$ cat src/rtl/con_eval_unit_if.sv
// Request/response bundle between the control sequencer and the branch-condition unit.
// The sequencer drives the master side; the condition unit implements the slave side.
interface con_eval_unit_if #(
  parameter int DATA_WIDTH = 32,
  parameter int COND_BITS  = 3,
  parameter int CNT_WIDTH  = 16
);
  logic                  con_in;
  logic [COND_BITS-1:0]  ir_cond;
  logic [DATA_WIDTH-1:0] bus_data;
  logic                  loop_load;
  logic [CNT_WIDTH-1:0]  loop_value;
  logic                  con_out;
  logic                  con_valid;
  logic                  busy;
  logic                  loop_zero;
  logic                  con_err;

  modport master (
    output con_in, ir_cond, bus_data, loop_load, loop_value,
    input  con_out, con_valid, busy, loop_zero, con_err
  );

  modport slave (
    input  con_in, ir_cond, bus_data, loop_load, loop_value,
    output con_out, con_valid, busy, loop_zero, con_err
  );
endinterface

$ cat src/rtl/con_eval_unit.sv
// Branch-condition evaluator: captures a condition code and bus operand, decides the
// branch two cycles after the request, and keeps a decrement-and-branch loop counter.
module con_eval_unit #(
  parameter int DATA_WIDTH = 32,
  parameter int COND_BITS  = 3,
  parameter int CNT_WIDTH  = 16
) (
  input  logic               clk,
  input  logic               clr,
  con_eval_unit_if.slave     ev
);

  typedef enum logic [1:0] {IDLE, EVAL, DONE} state_t;

  state_t                state;
  logic [COND_BITS-1:0]  cap_cond;
  logic [DATA_WIDTH-1:0] cap_data;
  logic [CNT_WIDTH-1:0]  count;
  logic [CNT_WIDTH-1:0]  count_dec;
  logic [2:0]            code;
  logic                  msb;
  logic                  nonzero;
  logic                  result;

  // With a 2-bit field the code zero-extends, so codes 4-7 are unreachable.
  always_comb begin
    code      = 3'(cap_cond);
    msb       = cap_data[DATA_WIDTH-1];
    nonzero   = |cap_data;
    count_dec = count - CNT_WIDTH'(1);
    result    = 1'b0;
    case (code)
      3'd0:    result = !nonzero;
      3'd1:    result = nonzero;
      3'd2:    result = !msb;
      3'd3:    result = msb;
      3'd4:    result = 1'b1;
      3'd5:    result = 1'b0;
      3'd6:    result = !msb && nonzero;
      3'd7:    result = (count != '0) && (count_dec != '0);
      default: result = 1'b0;
    endcase
  end

  assign ev.loop_zero = (count == '0);

  // A load on the same edge as a code-7 decrement wins; the result above already
  // used the pre-load counter value.
  always_ff @(posedge clk or posedge clr) begin
    if (clr) begin
      state        <= IDLE;
      cap_cond     <= '0;
      cap_data     <= '0;
      count        <= '0;
      ev.con_out   <= 1'b0;
      ev.con_valid <= 1'b0;
      ev.busy      <= 1'b0;
      ev.con_err   <= 1'b0;
    end else begin
      if (ev.loop_load)
        count <= ev.loop_value;
      else if (state == EVAL && code == 3'd7 && count != '0)
        count <= count_dec;

      case (state)
        IDLE: begin
          ev.con_valid <= 1'b0;
          if (ev.con_in) begin
            cap_cond <= ev.ir_cond;
            cap_data <= ev.bus_data;
            ev.busy  <= 1'b1;
            state    <= EVAL;
          end
        end
        EVAL: begin
          ev.con_out   <= result;
          ev.con_valid <= 1'b1;
          ev.busy      <= 1'b0;
          state        <= DONE;
          if (ev.con_in)
            ev.con_err <= 1'b1;
        end
        DONE: begin
          ev.con_valid <= 1'b0;
          if (ev.con_in) begin
            cap_cond <= ev.ir_cond;
            cap_data <= ev.bus_data;
            ev.busy  <= 1'b1;
            state    <= EVAL;
          end else begin
            state <= IDLE;
          end
        end
        default: begin
          ev.con_valid <= 1'b0;
          ev.busy      <= 1'b0;
          state        <= IDLE;
        end
      endcase
    end
  end

endmodule
$ cat src/flat_wrapper.sv
// flat-port wrapper written by rule: the top's interface ports become plain ports
module con_eval_unit_flat 
#(
  parameter int DATA_WIDTH = 32,
  parameter int COND_BITS  = 3,
  parameter int CNT_WIDTH  = 16
)
  (clk, clr, ev_con_in, ev_ir_cond, ev_bus_data, ev_loop_load, ev_loop_value, ev_con_out, ev_con_valid, ev_busy, ev_loop_zero, ev_con_err);
  con_eval_unit_if #(.DATA_WIDTH(DATA_WIDTH), .COND_BITS(COND_BITS), .CNT_WIDTH(CNT_WIDTH)) ev_i ();
  input  logic clk;
  input  logic clr;
  input wire logic [$bits(ev_i.con_in)-1:0] ev_con_in;
  input wire logic [$bits(ev_i.ir_cond)-1:0] ev_ir_cond;
  input wire logic [$bits(ev_i.bus_data)-1:0] ev_bus_data;
  input wire logic [$bits(ev_i.loop_load)-1:0] ev_loop_load;
  input wire logic [$bits(ev_i.loop_value)-1:0] ev_loop_value;
  output wire logic [$bits(ev_i.con_out)-1:0] ev_con_out;
  output wire logic [$bits(ev_i.con_valid)-1:0] ev_con_valid;
  output wire logic [$bits(ev_i.busy)-1:0] ev_busy;
  output wire logic [$bits(ev_i.loop_zero)-1:0] ev_loop_zero;
  output wire logic [$bits(ev_i.con_err)-1:0] ev_con_err;
  assign ev_i.con_in = ev_con_in;
  assign ev_i.ir_cond = ev_ir_cond;
  assign ev_i.bus_data = ev_bus_data;
  assign ev_i.loop_load = ev_loop_load;
  assign ev_i.loop_value = ev_loop_value;
  assign ev_con_out = ev_i.con_out;
  assign ev_con_valid = ev_i.con_valid;
  assign ev_busy = ev_i.busy;
  assign ev_loop_zero = ev_i.loop_zero;
  assign ev_con_err = ev_i.con_err;
  con_eval_unit #(.DATA_WIDTH(DATA_WIDTH), .COND_BITS(COND_BITS), .CNT_WIDTH(CNT_WIDTH)) u_core (.clk(clk), .clr(clr), .ev(ev_i));
endmodule
$ cat config.mk
export PLATFORM = sky130hd
export DESIGN_NAME = con_eval_unit_flat
export DESIGN_NICKNAME = d
export VERILOG_FILES = /design/src/rtl/con_eval_unit_if.sv /design/src/rtl/con_eval_unit.sv /design/src/flat_wrapper.sv
export SDC_FILE = /design/constraint.sdc
export NUM_CORES = 1
export LEC_CHECK = 0
export CORE_MARGIN = 5
export CORE_UTILIZATION = 45
export DETAILED_ROUTE_END_ITERATION = 8
export GPL_TIMING_DRIVEN = 1
export PLACE_DENSITY = 0.75
export SETUP_SLACK_MARGIN = 0.2
export SYNTH_ARGS = -nofsm -noshare
export SYNTH_HDL_FRONTEND = slang
export SYNTH_SLANG_ARGS = --single-unit
$ cat constraint.sdc
create_clock -name clk -period 1.9 [get_ports clk]
set_clock_uncertainty 0.15 [all_clocks]
set_input_delay 0.38 -clock clk [delete_from_list [all_inputs] [get_ports clk]]
set_output_delay 0.38 -clock clk [all_outputs]
set_load 0.01 [all_outputs]
# Word level (Yosys, flattened, before mapping)
# Cells that the tools add are included.
# W data, S select, Z words.
# classes
add_sub_neg	1
eq_ne	11
muxes	9
reduce_logical	16
# ops
operator	count
$mux W16	2
$reduce_bool A16 Y1	2
$reduce_or A32 Y1	1
$logic_not A16 Y1	1
$sub A16 B1 Y16 const B	1
$eq A3 B3 Y1 const B	4
$pmux W1 S8	1
$eq A3 B2 Y1 const B	2
$pmux W2 S3	1
$logic_and A1 B1 Y1	4
$mux W1	4
$reduce_and A2 Y1	2
$eq A3 B1 Y1 const B	1
$logic_not A3 Y1	1
$eq A2 B1 Y1 const B	1
$eq A2 B2 Y1 const B	1
$logic_not A1 Y1	2
$logic_not A2 Y1	1
$mux W2	1
$ne A2 B1 Y1 const B	1
$ne A2 B2 Y1 const B	1
$reduce_bool A2 Y1	1
$reduce_or A2 Y1	1
# word_totals
regBits	57
input_bits	55
elab_cells	45

# Logic depth before layout (Yosys ltp)
# Gate-level depths: netlist of the first run.
# depth
ltp_word	5
depth_mapped	9

# Worst setup path before layout of the first run
# OpenSTA, ideal clock, no wires.
# synth_path
path_type	register to register
from	register u_core.count[0]
to	register u_core.count[8]
arrival_time_ps	1771
required_time_ps	1619
path_slack_ps	-152
stages_incl_launch_ff	9
path_buffers	1
path_cell_list	dfrtp_1 inv_1 ha_1 buf_2 nor4b_4 nand3_2 or4_1 xor2_1 o21ai_1
# synth_via
elab_chain_cells	3
# synth_rtl
item	line_no	source
from (decl)	con_eval_unit.sv:18	logic [CNT_WIDTH-1:0] count;
from (signal assigned)	con_eval_unit.sv:61	count <= ev.loop_value;
from (signal assigned)	con_eval_unit.sv:63	count <= count_dec;
$sub A16 B1 Y16 / $reduce_bool A16 Y1 (equally long branches)	con_eval_unit.sv:30, con_eval_unit.sv:62	
$mux W16 / $logic_and A1 B1 Y1 (equally long branches)	con_eval_unit.sv:62	else if (state == EVAL && code == 3'd7 && count != '0)
$mux W16 / $reduce_bool A2 Y1 (equally long branches)	n/a	
# Several ways; a longest one is shown, not always the timed one. The select of a mux whose other input is x is not followed.
# A chain may end at the register's enable or synchronous reset.

# Worst setup path in the final report of the first run
# layout_path
from	register u_core.count[0]
to	register u_core.ev.con_out
# layout_via
elab_chain_cells	4
# layout_rtl
item	line_no	source
$sub A16 B1 Y16	con_eval_unit.sv:30	count_dec = count - CNT_WIDTH'(1);
$reduce_bool A16 Y1	con_eval_unit.sv:40	3'd7: result = (count != '0) && (count_dec != '0);
$logic_and A1 B1 Y1 *	con_eval_unit.sv:40	
$pmux W1 S8 *	con_eval_unit.sv:32	case (code)
to (signal assigned)	con_eval_unit.sv:76	ev.con_out <= result;
to (decl)	con_eval_unit_if.sv:26	output con_out, con_valid, busy, loop_zero, con_err
# Every way passes the cells marked *; elsewhere a longest branch is shown, timed or not.

==> results of run 1 <==
## per-layer routing
metal	track usage [%]	vias to the layer above	share of wire (%)
met5	0	-	0
met2	27.7	61	47
li1	-	1064	-
met4	11.1	0	3.5
met1	22.1	1044	45
met3	3.67	18	4.7
## layout by cell type (no fill, tap or decap), drive strengths merged, types with 2 or more instances in the layout
cell type	instances
nand4	4
nor3	5
a21o	2
a22oi	2
o211ai	3
nand3b	2
dfrtp	57
xor2	9
nor4b	2
dlygate4sd2	4
xnor2	9
nand2b	2
o21ai	19
inv	4
or3	2
nand4b	2
clkdlybuf4s50	54
bufinv	2
nand2	21
clkinvlp	3
ha	2
a211oi	2
nor2	16
nor4	10
buf	50
nand3	4
mux2	35
clkbuf	12
## metrics by stage
stage	cells	power [µW]	utilization, %	instance area [µm²]	setup slack (ns)
6_report	423	3460	69.9	4140	-0.188
2_1_floorplan	234	1820	-	2770	-0.135
5_1_grt	423	3620	69.9	4140	-0.282
4_1_cts	422	3470	68.6	4060	-0.141
3_3_place_gp	401	2130	63.5	3760	-0.165
3_5_place_dp	401	2150	63.5	3760	-0.174
## what timing repair did
action	in CTS	in global routing
pin swaps	9	14
cloned	0	0
setup buffers	5	1
hold buffers	0	0
endpoints found under the setup margin	22	18
resized for setup	19	18
## flip-flops by register name, summed over array words and instances (netlist names)
| name | count |
|---|---|
| u_core.cap_data | 32 |
| u_core.ev.busy | 1 |
| u_core.state | 2 |
| u_core.count | 16 |
| u_core.ev.con_valid | 1 |
| u_core.ev.con_err | 1 |
| u_core.ev.con_out | 1 |
| u_core.cap_cond | 3 |
## cells in the mapped netlist, drive strengths merged, types with 2 or more instances
cell	count	share of area [%]
dfrtp	57	52
nor4b	2	1.4
nor3	5	1.5
nand2	21	3.0
nand2b	2	0.46
o211ai	3	1.0
xnor2	9	2.9
or3	2	0.46
inv	5	0.68
a21o	2	0.55
nor2	16	2.3
a22oi	2	0.55
nor4	10	2.8
o21ai	19	3.5
buf	7	1.6
nand3	4	0.91
ha	2	0.91
mux2	35	14
clkbuf	3	0.41
nand4b	2	0.64
xor2	9	2.9
nand3b	2	0.55
nand4	4	1.1
a211oi	2	0.55
## how the worst max path moves through the flow
| stage | end | slack (ns) | cells past startpoint |
|---|---|---|---|
| 2_1_floorplan | u_core.count[8]$_DFFE_PP0P_ | -0.14 | 8 |
| 3_3_place_gp | ev_loop_zero | -0.16 | 4 |
| 3_5_place_dp | ev_loop_zero | -0.17 | 4 |
| 4_1_cts | u_core.count[7]$_DFFE_PP0P_ | -0.14 | 8 |
| 5_1_grt | u_core.count[11]$_DFFE_PP0P_ | -0.28 | 8 |
| 6_report | u_core.ev.con_out$_DFFE_PP0P_ | -0.19 | 9 |
## final cells by class
type / count / area [µm²]
clock inverter: 4 / 75.1
clock buffer: 12 / 155
sequential: 57 / 1430
tap: 75 / 93.8
multi-input combinational: 162 / 1350
timing repair buffer: 108 / 1010
fill: 420 / 1780
inverter: 5 / 22.5
## power by group through the flow
stage / logic [µW] / registers [µW] / clock network (µW)
after global placement: 654 / 1470 / 0
after detailed placement: 669 / 1480 / 0
after global routing: 763 / 1490 / 1370
after floorplan: 330 / 1490 / 0
final: 700 / 1470 / 1290
after CTS: 680 / 1460 / 1330
## logic make-up (layout without fill, tap and decap cells)
| kind of cell | after synthesis | in the layout | synth area share [%] |
|---|---|---|---|
| xor+xnor | 18 | 18 | 5.75 |
| buf+inv | 15 | 129 | 2.69 |
| simple gates | 75 | 75 | 16.7 |
| flops | 57 | 57 | 52.0 |
| compound gates | 32 | 32 | 7.53 |
| fa+ha+maj | 2 | 2 | 0.913 |
| mux | 35 | 35 | 14.4 |
## worst max-delay path: stages, from the launching register on
cell      delay, ns
dfrtp_1        0.40
inv_2          0.09
ha_4           0.15
nor4b_4        0.29
buf_4          0.18
nand3b_1       0.07
o21ai_1        0.12
a22oi_1        0.10
o31ai_1        0.28
a31oi_1        0.12
==> results.cfg, run 1 <==
[timing]
clock.fmax_mhz = 479
max_slew.worst_pin.slew_ns = 0.354
slew_headroom_pct = 76.2
finalHoldViolCount = 0
finalCriticalPeriod_ns = 2.09
rsz0062_at_grt = yes
fin_setup_tns_ns = -2.18
holdWs_ns = 0.187
slew_violations = 0
fin_ws_ns = -0.188
final.period_utilization_pct = 110
finalSetupViolations = 18

[clocking]
clk_latency_ns = 0.34
cts_sinks = 57
cts_buffers = 9
cts_root_buffer = clkbuf_8
ctsHtreeMaxLevel = 3
clockBufferDepth = 2
cts_tree = built
clkTransAtPathRegs_ns = 0.07

[power]
switching_share_pct = 25.0
seqPwrFrac_pct = 42.4
intPower_uw = 2600
power_density_nw_per_um2 = 836
clkPwrFrac_pct = 37.4
comb_power_share_pct = 20.2
vdd_drop_max_mv = 0.504
p_switching_uw = 865
p_leak_uw = 0.00169

[grt]
grt.total_usage_pct = 17.6
grt_overflow = 0
antenna_found_initial = 0
grt_pass1_wl_um = 10300
grt_max_degree = 38
grt_pass1_vias = 2285

[cells_and_area]
antenna_cells = 0
areaGrowthSynthToFinish_pct = 50.9
nets = 400
drive_gt1_share_pct = 38.2

[min_path]
holdCritPathClass = in2async

[floorplan]
dieArea_um2 = 7750
die_w_um = 88.1
die_h_um = 88.1
core-area_um2 = 5920
io-pin-count = 60
initial_core_util_pct = 46.3
fp-row-count = 28

[worst_setup_path]
cp_max_fo = 4
start_kind = flop
ff2ff_path_depth = 9
rr_endpoint = u_core.ev.con_out$_DFFE_PP0P_
crit_start = u_core.count[0]$_DFFE_PP0P_
critical_path_class = reg2reg
timing.rr.start = u_core.count[0]$_DFFE_PP0P_
critical_path_arrival_ns = 2.15
rrSetupSlack_ns = -0.19
crit_path_end_kind = flop
cp.required_ns = 1.96

[run]
maxCapViolCount = 0

[place]
place_congestion = 0.869
port_buffers = 59
hpwl_um = 4410

[logic_synthesis]
seq_area_frac_synth_pct = 52.0
syn_area_per_cell_um2 = 11.7
yosys_warnings = 0
synth_fp_nets = 291
synth_ff_type = dfrtp_1
netlist_area_um2 = 2740
synth.distinct_cells = 45
async_flop_share_pct = 100
synth_cells = 234
synth_seq_cells = 57
synth_edf_count = 0

[run_status]
violations = setup timing
outcome = finished with violations

[route]
drtPass1Iterations = 4
drt_wl_total_um = 6380
via_per_inst = 5.17
remaining_drc_errors = 0
drt-wirelength-per-cell_um = 15.1
ant_nets = 0
via_count = 2187
first_iter_violations = 127
(Power assumes the default switching activity.)
==> inputs of run 2 (changes only) <==
Settings changed: SLEW_MARGIN set to 20, TNS_END_PERCENT set to 20.
==> run 2 against run 1 <==
The flow still finishes with violations (setup timing). Largest cell class unchanged. Via count fell by 3.0%. Sequential cell count unchanged. Core utilization shrank 1.6 points. Non-clock buffer count is 3 lower. Combinational power shrank 2%. Final area shrank 2.4%. Count of clock-buffer cells in the layout is 3 lower. Critical endpoint is now ev_loop_zero. Clock power about the same.
==> results.cfg, run 2 (synthesis results as in run 1) <==
[route]
first_iter_violations = 112
ant_nets = 0
remaining_drc_errors = 0
via_per_inst = 5.05
via_count = 2122
drt_wl_total_um = 6090
drtPass1Iterations = 4
drt-wirelength-per-cell_um = 14.5

[clocking]
cts_tree = built
cts_buffers = 9
ctsHtreeMaxLevel = 3
cts_root_buffer = clkbuf_8
clockBufferDepth = 2
clk_latency_ns = 0.34
clkTransAtPathRegs_ns = 0.07
cts_sinks = 57

[place]
place_congestion = 0.840
hpwl_um = 4500
dp.cells = 403
port_buffers = 59

[cells_and_area]
final_cell_mix = dfrtp_1, clkdlybuf4s50_1, buf_4
drive_gt1_share_pct = 35.9
final_common_cell = dfrtp_1
nets = 397
reg.largest.list = u_core.cap_data x32, u_core.count x16, u_core.cap_cond x3
largest_reg_flops = 32
regMostFlops = u_core.cap_data
final_util_pct = 68.2
areaGrowthSynthToFinish_pct = 47.4
finalNonFillerCells = 420
antenna_cells = 0
fill_cells = 474

[power]
seqPwrFrac_pct = 42.7
switching_share_pct = 26.0
vdd_drop_max_mv = 0.544
power_density_nw_per_um2 = 846
clkPwrFrac_pct = 37.1
p_leak_uw = 0.00168
comb_power_share_pct = 20.2
p_switching_uw = 890
intPower_uw = 2530

[timing]
fin_ws_ns = -0.0951
max_slew.worst_pin.slew_ns = 0.328
rsz0062_at_grt = yes
finalSetupViolations = 4
slew_violations = 0
finalCriticalPeriod_ns = 2.00
clock.fmax_mhz = 501
final.period_utilization_pct = 105
slew_headroom_pct = 77.9
finalHoldViolCount = 0

[grt]
antenna_found_initial = 0
grt_overflow = 0
grt_max_degree = 47
grt.total_usage_pct = 17.1
grt_pass1_vias = 2238
grt_pass1_wl_um = 10200

[floorplan]
initial_core_util_pct = 46.3
dieArea_um2 = 7750
die_w_um = 88.1
io-pin-count = 60
fp-row-count = 28
die_h_um = 88.1
core-area_um2 = 5920

[min_path]
holdCritPathClass = in2async

[worst_setup_path]
critical_path_arrival_ns = 1.47
cp_max_fo = 2
critical_path_class = reg2out
crit_path_end_kind = primary output
cp.required_ns = 1.37
start_kind = flop

[run_status]
outcome = finished with violations
violations = setup timing

[run]
maxCapViolCount = 0
==> run 2: area by class of cell <==
cell class / instances / area, µm² / share of cell area [%]
well taps: 75 / 93.8 / 2.32
multi-input cells: 162 / 1310 / 32.5
clock inverters: 7 / 101 / 2.51
inverters: 5 / 22.5 / 0.557
repair buffers: 105 / 958 / 23.7
clock buffers: 9 / 124 / 3.07
flip-flops and latches: 57 / 1430 / 35.3
==> run 2: worst paths after layout <==
| check | from | endpoint | slack (ns) | cells past startpoint |
|---|---|---|---|---|
| worst max-delay path | u_core.count[5]$_DFFE_PP0P_ | ev_loop_zero | -0.1 | 4 |
| worst min-delay path | clr | u_core.count[0]$_DFFE_PP0P_ | 0.28 | 3 |
| worst max register to register | u_core.count[3]$_DFFE_PP0P_ | u_core.count[8]$_DFFE_PP0P_ | -0.05 | 6 |
| worst min register to register | u_core.ev.con_err$_DFFE_PP0P_ | u_core.ev.con_err$_DFFE_PP0P_ | 0.32 | 1 |
| max in group asynchronous | clr | u_core.count[9]$_DFFE_PP0P_ | 1.07 | 3 |
| min in group clk | u_core.ev.con_err$_DFFE_PP0P_ | u_core.ev.con_err$_DFFE_PP0P_ | 0.32 | 1 |
==> run 2: worst max-delay path: stages, from the launching register on <==
cell     delay [ns]
dfrtp_1        0.41
nor4_4         0.31
nand4_2        0.15
nor2_2         0.11
buf_2          0.14
==> run 2: timing repair <==
action | in CTS | in global routing
setup buffers | 1 | 0
hold buffers | 0 | 0
pin swaps | 13 | 7
resized for setup | 22 | 6
endpoints found under the setup margin | 22 | 18
==> run 2: through the flow <==
stage          cell area, µm²  setup TNS, ns  hold WS [ns]  power, µW  worst slack [ns]
2_1_floorplan            2750         -0.266         0.275       1820            -0.135
3_3_place_gp             3740         -0.299         0.294       2130            -0.185
3_5_place_dp             3740         -0.441         0.315       2150            -0.209
4_1_cts                  4010         -0.213         0.283       3440            -0.142
5_1_grt                  4040          -1.57         0.299       3580            -0.209
6_report                 4040         -0.190         0.280       3420           -0.0951
==> run 2: layer usage <==
metal,global-route usage (%),up-vias,routed length [µm]
met3,4.52,13,290
met1,21.4,1018,2670
li1,-,1044,-
met2,27.7,47,3000
met5,0,-,0
met4,8.10,0,129
==> run 2: power groups by stage <==
stage	Combinational, µW	Clock [µW]	Sequential, µW
2_1_floorplan	328	0	1490
3_3_place_gp	653	0	1470
3_5_place_dp	668	0	1480
4_1_cts	689	1290	1460
5_1_grt	753	1350	1480
6_report	689	1270	1460
==> inputs of run 3 (changes only) <==
Settings changed: CORE_UTILIZATION 45 to 50, PLACE_DENSITY 0.75 to 0.79.
Clock period 1.9 ns to 1.93 ns, I/O delays scaled along.
==> run 3 against run 2 <==
The run still ends with setup timing left. Cell count is 0.24% lower. Critical endpoint unchanged. Sequential power hardly changed. Critical path type unchanged. Final area rose by 1.3%. Core utilization up 7.5 points. Setup slack got worse by 0.043 ns. First-iteration DRC count fell by 42%. Non-clock buffer count grew 2. Highest routed layer unchanged. Critical path depth stayed put.
==> results.cfg, run 3 (synthesis results as in run 1) <==
[route]
via_per_inst = 5.22
drt-wirelength-per-cell_um = 15.3
drtPass1Iterations = 4
ant_nets = 0
drt_wl_total_um = 6400
via_count = 2187
remaining_drc_errors = 0
first_iter_violations = 65

[min_path]
holdCritPathClass = in2async

[clocking]
cts_sinks = 57
clk_latency_ns = 0.33
clkTransAtPathRegs_ns = 0.07
cts_tree = built
cts_buffers = 9
ctsHtreeMaxLevel = 3
cts_root_buffer = clkbuf_8
clockBufferDepth = 2
cts_hold_buf = 0

[grt]
grt_overflow = 0
antenna_found_initial = 0
grt.total_usage_pct = 19.4
grt_max_degree = 47
grt_pass1_wl_um = 10800
grt_util_met1_pct = 24.5
grt_use_met2_pct = 30.5
grt_pass1_vias = 2270
grt.met3_usage_pct = 5.63
globalRoute.busiestLayer = met2

[floorplan]
fp-row-count = 27
dieArea_um2 = 7060
io-pin-count = 60
die_w_um = 84.0
die_h_um = 84.0
core-area_um2 = 5410
initial_core_util_pct = 50.7

[timing]
final.period_utilization_pct = 107
fin_ws_ns = -0.138
max_slew.worst_pin.slew_ns = 0.366
clock.fmax_mhz = 483
slew_violations = 0
finalSetupViolations = 10
rsz0062_at_grt = yes
finalCriticalPeriod_ns = 2.07
slew_headroom_pct = 75.4
finalHoldViolCount = 0

[cells_and_area]
finalNonFillerCells = 419
fin_area_um2 = 4090
reg.largest.list = u_core.cap_data x32, u_core.count x16, u_core.cap_cond x3
largest_reg_flops = 32
final_cell_mix = dfrtp_1, clkdlybuf4s50_1, buf_4
final_common_cell = dfrtp_1
regMostFlops = u_core.cap_data
antenna_cells = 0
nets = 399
final_util_pct = 75.7
drive_gt1_share_pct = 36.0
areaGrowthSynthToFinish_pct = 49.3

[place]
dp.cells = 396
hpwl_um = 4510
place_congestion = 0.883
port_buffers = 59
dpl_cell_area_um2 = 3720

[worst_setup_path]
critical_path_class = reg2out
cp.required_ns = 1.39
start_kind = flop
critical_path_arrival_ns = 1.53
crit_path_end_kind = primary output
cp_max_fo = 2

[power]
vdd_drop_max_mv = 0.681
power_density_nw_per_um2 = 843
p_leak_uw = 0.00169

[run_status]
violations = setup timing
outcome = finished with violations

[run]
maxCapViolCount = 0
[run 3: layout make-up]
| cell class | count | area, µm² |
|---|---|---|
| clock buffers | 11 | 131 |
| clock inverters | 5 | 104 |
| fillers | 346 | 1310 |
| inverters | 5 | 22.5 |
| multi-input cells | 162 | 1320 |
| flip-flops and latches | 57 | 1430 |
| well taps | 72 | 90.1 |
| repair buffers | 107 | 1000 |
[run 3: per-stage QoR]
step,setup WS (ns),hold slack (ns),power (µW),setup TNS [ns]
global route,-0.244,0.226,3600,-2.33
CTS,-0.114,0.196,3470,-0.362
detailed placement,-0.172,0.298,2120,-0.609
global placement,-0.156,0.293,2090,-0.254
finish,-0.138,0.201,3450,-0.561
floorplan,-0.105,0.275,1790,-0.173
[run 3: final timing paths]
| path | start | endpoint | slack, ns | cells past startpoint |
|---|---|---|---|---|
| min in group clk | u_core.ev.con_err$_DFFE_PP0P_ | u_core.ev.con_err$_DFFE_PP0P_ | 0.30 | 1 |
| worst max-delay path | u_core.count[8]$_DFFE_PP0P_ | ev_loop_zero | -0.14 | 4 |
| max in group asynchronous | clr | u_core.count[1]$_DFFE_PP0P_ | 0.92 | 3 |
| worst max register to register | u_core.count[8]$_DFFE_PP0P_ | u_core.count[7]$_DFFE_PP0P_ | -0.09 | 7 |
| worst min register to register | u_core.ev.con_err$_DFFE_PP0P_ | u_core.ev.con_err$_DFFE_PP0P_ | 0.30 | 1 |
| worst min-delay path | clr | u_core.cap_data[17]$_DFFE_PP0P_ | 0.20 | 2 |
[run 3: power breakdown]
part	total (µW)	switching, µW	internal [µW]
clock	1320	461	858
sequential	1440	92.4	1350
combinational	689	281	408
total	3450	834	2620
[run 3: critical path, stage by stage, from the launching register on]
cell and delay [ns]:
dfrtp_1 0.41, nor4_4 0.33, nand4_2 0.17, nor2_2 0.15, buf_2 0.15
[run 3: repair_timing]
item                                    CTS  global route
pin swaps                                 9             6
cloned                                    0             0
endpoints found under the setup margin   22            18
gates resized for setup                  22            10
buffers inserted                          6             1
[run 3: layer usage]
metal  vias to the layer above  wire, µm
met5                         -         0
met4                         0       174
met3                        14       289
met2                        47      3150
met1                      1071      2780
li1                       1055         -
